$ cat config.mk
export PLATFORM = sky130hd
export DESIGN_NAME = nibble_result_tx
export DESIGN_NICKNAME = d
export VERILOG_FILES = /design/src/rtl/nibble_link_pkg.sv /design/src/rtl/sync_2ff.sv /design/src/rtl/nibble_result_tx.sv
export SDC_FILE = /design/constraint.sdc
export NUM_CORES = 1
export LEC_CHECK = 0
export CORE_MARGIN = 2
export CORE_UTILIZATION = 25
export CTS_BUF_LIST = sky130_fd_sc_hd__clkbuf_4
export DETAILED_ROUTE_END_ITERATION = 8
export GPL_ROUTABILITY_DRIVEN = 0
export HOLD_SLACK_MARGIN = 0.02
export PLACE_DENSITY_LB_ADDON = 0.08
export SYNTH_ARGS = -nofsm -noshare
export SYNTH_HDL_FRONTEND = slang
export SYNTH_SLANG_ARGS = --single-unit
$ cat constraint.sdc
create_clock -name clk -period 2.55 [get_ports clk]
set_clock_uncertainty 0.05 [all_clocks]
set_input_delay 0.3825 -clock clk [delete_from_list [all_inputs] [get_ports clk]]
set_output_delay 0.3825 -clock clk [all_outputs]
set_load 0.02 [all_outputs]
$ cat src/rtl/nibble_link_pkg.sv
`default_nettype none
// ============================================================================
//  Module      : nibble_link_pkg
//  Description : Definitions shared by both directions of the nibble-serial
//                host link: nibble geometry and the link FSM state encoding.
//  Revision    : 1.0 - initial release
// ============================================================================
package nibble_link_pkg;

    localparam int NIB_W   = 4;
    localparam int NIBBLES = 8;

    // Encoding is shared with the instruction receiver's link FSM.
    typedef enum logic [1:0] {
        ST_IDLE    = 2'd0,
        ST_ARM     = 2'd1,
        ST_PRESENT = 2'd2,
        ST_RELEASE = 2'd3
    } link_state_t;

endpackage : nibble_link_pkg
`default_nettype wire

$ cat src/rtl/sync_2ff.sv
`default_nettype none
// ============================================================================
//  Module      : sync_2ff
//  Description : 1-bit two-flop synchronizer, asynchronous reset to 0.
//  Ports       : clk   - destination clock
//                rst_n - asynchronous active-low reset
//                d     - asynchronous input
//                q     - synchronized output (2 clk edges of latency)
//  Revision    : 1.0 - initial release
// ============================================================================
module sync_2ff
    import nibble_link_pkg::*;
(
    input  logic clk,
    input  logic rst_n,
    input  logic d,
    output logic q
);

    logic r_meta;
    logic r_sync;

    always_ff @(posedge clk or negedge rst_n) begin
        if (!rst_n) begin
            r_meta <= 1'b0;
            r_sync <= 1'b0;
        end else begin
            r_meta <= d;
            r_sync <= r_meta;
        end
    end

    assign q = r_sync;

endmodule : sync_2ff
`default_nettype wire

$ cat src/rtl/nibble_result_tx.sv
`default_nettype none
// ============================================================================
//  Module      : nibble_result_tx
//  Description : Captures a PCPI write-back result and sends it to the host
//                as NIBBLES nibbles, LSB first, each with a four-phase
//                valid/ack handshake.
//  Ports       : clk, rst_n          - clock, async active-low reset
//                pcpi_ready/wr/rd    - coprocessor result interface
//                tx_ack              - host acknowledge (asynchronous)
//                tx_valid/nibble/last- nibble presented to the host
//                busy                - buffer occupied (FSM not IDLE)
//                done                - pulse when the last handshake ends
//                overrun             - pulse when a result is dropped
//  Revision    : 1.0 - initial release
// ============================================================================
module nibble_result_tx
    import nibble_link_pkg::*;
#(
    parameter int DATA_W = 32,
    parameter int NIB_W  = 4
)(
    input  logic              clk,
    input  logic              rst_n,
    input  logic              pcpi_ready,
    input  logic              pcpi_wr,
    input  logic [DATA_W-1:0] pcpi_rd,
    input  logic              tx_ack,
    output logic              tx_valid,
    output logic [NIB_W-1:0]  tx_nibble,
    output logic              tx_last,
    output logic              busy,
    output logic              done,
    output logic              overrun
);

    localparam int c_NIBBLES = DATA_W / NIB_W;
    localparam int c_CNT_W   = (c_NIBBLES > 1) ? $clog2(c_NIBBLES) : 1;
    localparam logic [c_CNT_W-1:0] c_LAST = c_CNT_W'(c_NIBBLES - 1);
    localparam logic [c_CNT_W-1:0] c_ONE  = c_CNT_W'(1);

    link_state_t         r_state,   w_state_nxt;
    logic [DATA_W-1:0]   r_shift,   w_shift_nxt;
    logic [c_CNT_W-1:0]  r_cnt,     w_cnt_nxt;
    logic                w_ack_s;
    logic                w_capture;
    logic                w_valid_nxt;
    logic [NIB_W-1:0]    w_nibble_nxt;
    logic                w_last_nxt;
    logic                w_busy_nxt;
    logic                w_done_nxt;
    logic                w_overrun_nxt;

    sync_2ff u_ack_sync (
        .clk   (clk),
        .rst_n (rst_n),
        .d     (tx_ack),
        .q     (w_ack_s)
    );

    assign w_capture = pcpi_ready && pcpi_wr;

    // Outputs are derived from the next-state values so that they come
    // straight out of flops and change on the same edge as the state.
    always_comb begin
        w_state_nxt = r_state;
        w_shift_nxt = r_shift;
        w_cnt_nxt   = r_cnt;
        w_done_nxt  = 1'b0;

        case (r_state)
            ST_IDLE: begin
                if (w_capture) begin
                    w_shift_nxt = pcpi_rd;
                    w_cnt_nxt   = '0;
                    w_state_nxt = ST_ARM;
                end
            end
            // Wait out any ack left high by the host before presenting.
            ST_ARM: begin
                if (!w_ack_s) w_state_nxt = ST_PRESENT;
            end
            ST_PRESENT: begin
                if (w_ack_s) w_state_nxt = ST_RELEASE;
            end
            ST_RELEASE: begin
                if (!w_ack_s) begin
                    if (r_cnt == c_LAST) begin
                        w_state_nxt = ST_IDLE;
                        w_done_nxt  = 1'b1;
                    end else begin
                        w_shift_nxt = r_shift >> NIB_W;
                        w_cnt_nxt   = r_cnt + c_ONE;
                        w_state_nxt = ST_PRESENT;
                    end
                end
            end
            default: w_state_nxt = ST_IDLE;
        endcase

        w_valid_nxt   = (w_state_nxt == ST_PRESENT);
        w_nibble_nxt  = w_valid_nxt ? w_shift_nxt[NIB_W-1:0] : '0;
        w_last_nxt    = w_valid_nxt && (w_cnt_nxt == c_LAST);
        w_busy_nxt    = (w_state_nxt != ST_IDLE);
        w_overrun_nxt = w_capture && (r_state != ST_IDLE);
    end

    always_ff @(posedge clk or negedge rst_n) begin
        if (!rst_n) begin
            r_state   <= ST_IDLE;
            r_shift   <= '0;
            r_cnt     <= '0;
            tx_valid  <= 1'b0;
            tx_nibble <= '0;
            tx_last   <= 1'b0;
            busy      <= 1'b0;
            done      <= 1'b0;
            overrun   <= 1'b0;
        end else begin
            r_state   <= w_state_nxt;
            r_shift   <= w_shift_nxt;
            r_cnt     <= w_cnt_nxt;
            tx_valid  <= w_valid_nxt;
            tx_nibble <= w_nibble_nxt;
            tx_last   <= w_last_nxt;
            busy      <= w_busy_nxt;
            done      <= w_done_nxt;
            overrun   <= w_overrun_nxt;
        end
    end

endmodule : nibble_result_tx
`default_nettype wire
== Word level (Yosys, flattened, before mapping) ==
Cells that the tools add are included.

* Register bits after elaboration: 48
* Input port bits: 37
* Output and inout bits: 9
* Word-level logic and storage cells: 48

* $add $sub $neg: 1
* Equal/unequal tests: 9
* Multiplexer cells: 18
* Reduce and logical (&&, ||, !) cells: 8

{| class="wikitable"
|+ Operators with widths
! cell !! count
|-
| $mux W32 || 3
|-
| $pmux W32 S2 || 1
|-
| $mux W2 || 5
|-
| $mux W3 || 3
|-
| $pmux W2 S4 || 1
|-
| $eq A2 B2 Y1 const B || 3
|-
| $eq A3 B3 Y1 const B || 2
|-
| $ne A2 B2 Y1 const B || 3
|-
| $pmux W3 S2 || 1
|-
| $reduce_bool A2 Y1 || 3
|-
| $mux W4 || 1
|-
| $reduce_and A4 Y1 || 1
|-
| $add A3 B1 Y3 const B || 1
|-
| $logic_and A1 B1 Y1 || 3
|-
| $mux W1 || 3
|-
| $eq A2 B1 Y1 const B || 1
|-
| $logic_not A2 Y1 || 1
|}

== Logic depth before layout (Yosys ltp) ==
* Word-level depth: 6
* Mapped depth: 9
* Mapped depth without buffers: 6

== By module ==
Synthesis repeated with hierarchy kept, for this count alone.

* Cells, all modules: 205
* Area total of the unflattened synthesis: 2194.6 um^2

{| class="wikitable"
|+ Modules (own cells, without submodules)
! module !! times used !! cells each !! area an instance (um^2) !! sequential area each (um^2)
|-
| nibble_result_tx || 1 || 203 || 2144.6 || 1151.1
|-
| sync_2ff || 1 || 2 || 50.0 || 50.0
|}

== Worst setup path before layout ==
No wires, ideal clock.

* Path kind: flip-flop to flip-flop
* From: register r_state[0]
* To: register busy
* Setup time: 0.127 ns
* Arrival: 1.588 ns
* Data required time: 2.373 ns
* Slack: 0.784 ns
* Cell stages (with the launch flop): 8
* Path buffers: 1
* Period minus slack after synthesis: 1.766 ns
* Cell sequence: dfrtp_1 -> inv_1 -> ha_1 -> buf_2 -> o21ai_0 -> o31ai_1 -> or2_2 -> or2_2

* Word-level cells in the longest chain between the ends: 3
* Elaborated cells on any way between the ends: 10
* Classes of those cells: eq/ne: 3; mux: 5; reduce/logical: 2

{| class="wikitable"
|+ RTL lines
! what !! line !! text
|-
| start: declaration || nibble_result_tx.sv:41 || <nowiki>link_state_t r_state, w_state_nxt;</nowiki>
|-
| start signal: assignment || nibble_result_tx.sv:119 || <nowiki>r_state <= w_state_nxt;</nowiki>
|-
| $eq A2 B2 Y1 (tied with other cells) || nibble_result_tx.sv:70 || <nowiki>case (r_state)</nowiki>
|-
| $pmux W2 S4 * || nibble_result_tx.sv:70 ||
|-
| via w_state_nxt[0] || nibble_result_tx.sv:41 ||
|-
| $reduce_bool A2 Y1 * || nibble_result_tx.sv:103 || <nowiki>w_busy_nxt = (w_state_nxt != ST_IDLE);</nowiki>
|-
| via w_busy_nxt || nibble_result_tx.sv:49 || <nowiki>logic w_busy_nxt;</nowiki>
|-
| end signal: assignment || nibble_result_tx.sv:125 || <nowiki>busy <= w_busy_nxt;</nowiki>
|-
| end: declaration || nibble_result_tx.sv:31 || <nowiki>output logic busy,</nowiki>
|}

The timed path passes the listed nets; every way through them passes the cells marked *.
A chain may end at the register's enable or synchronous reset.

== Worst setup path after layout ==
* From: register r_state[0]
* To: register r_shift[29]

* Word-level cells in the longest chain between the ends: 3
* Elaborated cells on any way between the ends: 8
* Classes of those cells: eq/ne: 4; mux: 1; reduce/logical: 3

{| class="wikitable"
|+ RTL lines
! what !! line !! text
|-
| $eq A2 B2 Y1 / $logic_not A2 Y1 (equally long branches) || nibble_result_tx.sv:70 ||
|-
| $ne A2 B2 Y1 (no source line) / $reduce_bool A2 Y1 (equally long branches) || - ||
|-
| $reduce_and A4 Y1 (no source line) || - ||
|-
| end signal: assignment || nibble_result_tx.sv:120 || <nowiki>r_shift <= w_shift_nxt;</nowiki>
|-
| end: declaration || nibble_result_tx.sv:42 || <nowiki>logic [DATA_W-1:0] r_shift, w_shift_nxt;</nowiki>
|}

Several ways; a longest one is shown, not always the timed one.

==> impl_metrics.py <==
metrics = {
    "clocking": {
        "numCtsBuffers": 5,
        "cts_resized": 0,
        "htreeDepth": 2,
        "cts_root_buffer": "clkbuf_4",
        "cts_tree": "built",
        "worst_skew_pair.late_latency_ps": 350,
        "clock-sinks": 48,
        "max-clock-path-buffers": 2,
        "clkTransAtPathRegs_ps": 130,
    },
    "power": {
        "vdd_drop_max_mv": 0.255,
        "p_sw_frac": 0.400,
        "p_int_uw": 1390,
        "power.share.sequential": 0.444,
        "cellPowerDensity_nw_per_um2": 835,
        "p_leak_uw": 0.00114,
        "p_switching_uw": 927,
        "p_clk_frac": 0.148,
        "finalPower_uw": 2320,
        "pwr-share-comb": 0.408,
    },
    "logic_synthesis": {
        "synth_top_area_share": 0.554,
        "synthMuxAreaShare": 0.00519,
        "synth_ff_type": "dfrtp_1",
        "synth_top_area_cell": "dfrtp_1",
        "ys_seq_area_frac": 0.554,
        "synth_adder_area_share": 0.0289,
        "postSynth.asyncResetShare": 1.00,
        "synth-simple-area-share": 0.124,
        "ys_seq_elements": 48,
        "synth.area.top_cells": "dfrtp_1, o31ai_1, a22oi_1",
        "synth_compound_area_frac": 0.252,
        "synth_top_family_by_area": "compound AO/OA/AOI/OAI gates",
        "synth_area_per_cell_um2": 10.7,
        "netlist_area_um2": 2170,
        "syn_inst": 202,
        "synth-xor-area-share": 0,
        "syn-num-nets": 244,
        "yosysUniqueCellTypes": 30,
        "yosys_warnings": 0,
        "synth_edf_count": 0,
    },
    "placed_design": {
        "hpwl_um": 3570,
        "post-place-ws_ps": 276,
        "dpl_cell_area_um2": 2720,
        "placement.io_buffers": 45,
    },
    "timing": {
        "fin_crit_sh": 0.885,
        "setup_viol": 0,
        "maxSlewHeadroom": 0.354,
        "slew_violations": 0,
        "grt_setup_unrepaired": "false",
        "fin_ws_ps": 293,
        "hold_viol": 0,
        "max_freq_mhz": 443,
        "hold_ws_ps": 326,
        "fin_setup_tns_ps": 0,
        "worst_pin_slew_ps": 969,
        "period_minus_slack_ps": 2260,
    },
    "route": {
        "via_count": 1670,
        "vias_per_cell": 4.77,
        "wire_per_inst_um": 15.1,
        "drtIter0Drc": 58,
        "antenna_left": 0,
        "drt_drc_violations_left": 0,
        "dr.pass1.iters": 4,
        "totalWireLength_um": 5280,
    },
    "die": {
        "ioPinCount": 46,
        "fp.dieW_um": 97.1,
        "die_area_um2": 9430,
        "die_h_um": 97.1,
        "num_rows": 33,
        "start_util": 0.261,
        "core_area_um2": 8300,
    },
    "hold_path": {
        "hold_class": "reg2reg",
    },
    "critical_path": {
        "cpMaxStageDelayCell": "a22o_2",
        "cp_data_arrival_time_ps": 2410,
        "cp_slowest_stage_delay_ps": 780,
        "cp_num_buf_inv": 1,
        "end_kind": "flip-flop",
        "crit_type": "reg2reg",
        "start_kind": "flip-flop",
        "path_max_fanout": 56,
        "path_cells": "inv_1 -> ha_1 -> nand2b_1 -> a22o_2 -> o21ai_0",
        "r2r_setup_slack_ps": 290,
        "critical-path-top-delay-family": "compound AO/OA/AOI/OAI gates",
        "crit_required_ps": 2700,
    },
    "final_layout": {
        "n_fill_cell": 874,
        "final_cell_mix": "dfrtp_1, clkdlybuf4s50_1, nand2_1, o31ai_1, a22oi_1",
        "syn_to_final_growth_pct": 28.1,
        "multi_input_area_um2": 891,
        "n_antenna_cell": 0,
        "drive_above_1_share": 0.0776,
        "nNetsFinal": 287,
        "final_common_cell": "dfrtp_1",
        "seqCellArea_um2": 1200,
        "fin_area_um2": 2780,
    },
    "global_routing": {
        "grt_max_degree": 57,
        "grtUsageTotal": 0.117,
        "gr-total-overflow": 0,
        "grt_pass1_vias": 1732,
        "antenna_found_initial": 0,
        "grt_pass1_wl_um": 8880,
    },
    "run": {
        "drv_cap": 0,
    },
    "run_status": {
        "status": "finished, final reports clean",
    },
}
==> cell type report <==
class,instances,area share
Inverter,3,0.00405
Clock buffer,6,0.0162
Timing Repair Buffer,51,0.177
Sequential cell,48,0.432
Tap cell,105,0.0473
Clock inverter,1,0.00180
Multi-Input combinational cell,136,0.321
==> power by group through the flow <==
stage	Clock, uW	Sequential [uW]	Combinational, uW
floorplan	0	1060	624
global placement	0	1050	961
detailed placement	0	1050	955
CTS	371	1030	961
global route	398	1050	1060
finish	342	1030	946
==> stage by stage <==
stage	utilization	cells
6_report	0.335	350
3_3_place_gp	0.327	342
2_1_floorplan	-	202
5_1_grt	0.335	350
3_5_place_dp	0.327	342
4_1_cts	0.335	350
==> path summary, 6_finish.rpt <==
path | from | endpoint | cells after the start
min | u_ack_sync.r_meta | u_ack_sync.q | 0
min in group asynchronous | rst_n | r_shift[4] | 2
max in group asynchronous | rst_n | r_cnt[1] | 3
max | r_state[0] | r_shift[29] | 5
max reg2reg | r_state[0] | r_shift[29] | 5
min reg2reg | u_ack_sync.r_meta | u_ack_sync.q | 0
==> timing repair <==
action                                 CTS  global route
hold buffers                             1             0
setup buffers                            0             0
endpoints found under the hold margin   15             0
==> cells in the mapped netlist (3+ instances only) <==
cell,number
inv_1,3
a22oi_1,24
nand3_1,3
nand2_1,36
o31ai_1,25
dfrtp_1,48
buf_2,8
o2bb2ai_1,4
ha_1,5
clkbuf_1,7
nor2_1,4
and2_1,4
a32oi_1,4
o21ai_0,7
==> registers in the layout, summed over array words and instances, names as in the netlist <==
name and cells:
busy 1, r_shift 32, u_ack_sync.r_meta 1, u_ack_sync.q 1, r_state 2, tx_nibble 4, tx_last 1, overrun 1
done 1, tx_valid 1, r_cnt 3
==> routing by layer <==
metal | share of wire | vias up | global-route usage
li1 | - | 835 | -
met1 | 0.52 | 789 | 0.170
met2 | 0.43 | 41 | 0.171
met3 | 0.046 | 5 | 0.0317
met4 | 0.012 | 0 | 0.0325
met5 | 0 | - | 0
==> cells by family after synthesis <==
logic type,count (synthesis)
mux,1
fa+ha+maj,5
buf+inv,18
compound gates,72
simple gates,58
flops,48
Note: power is estimated with default switching activity, not from simulation.
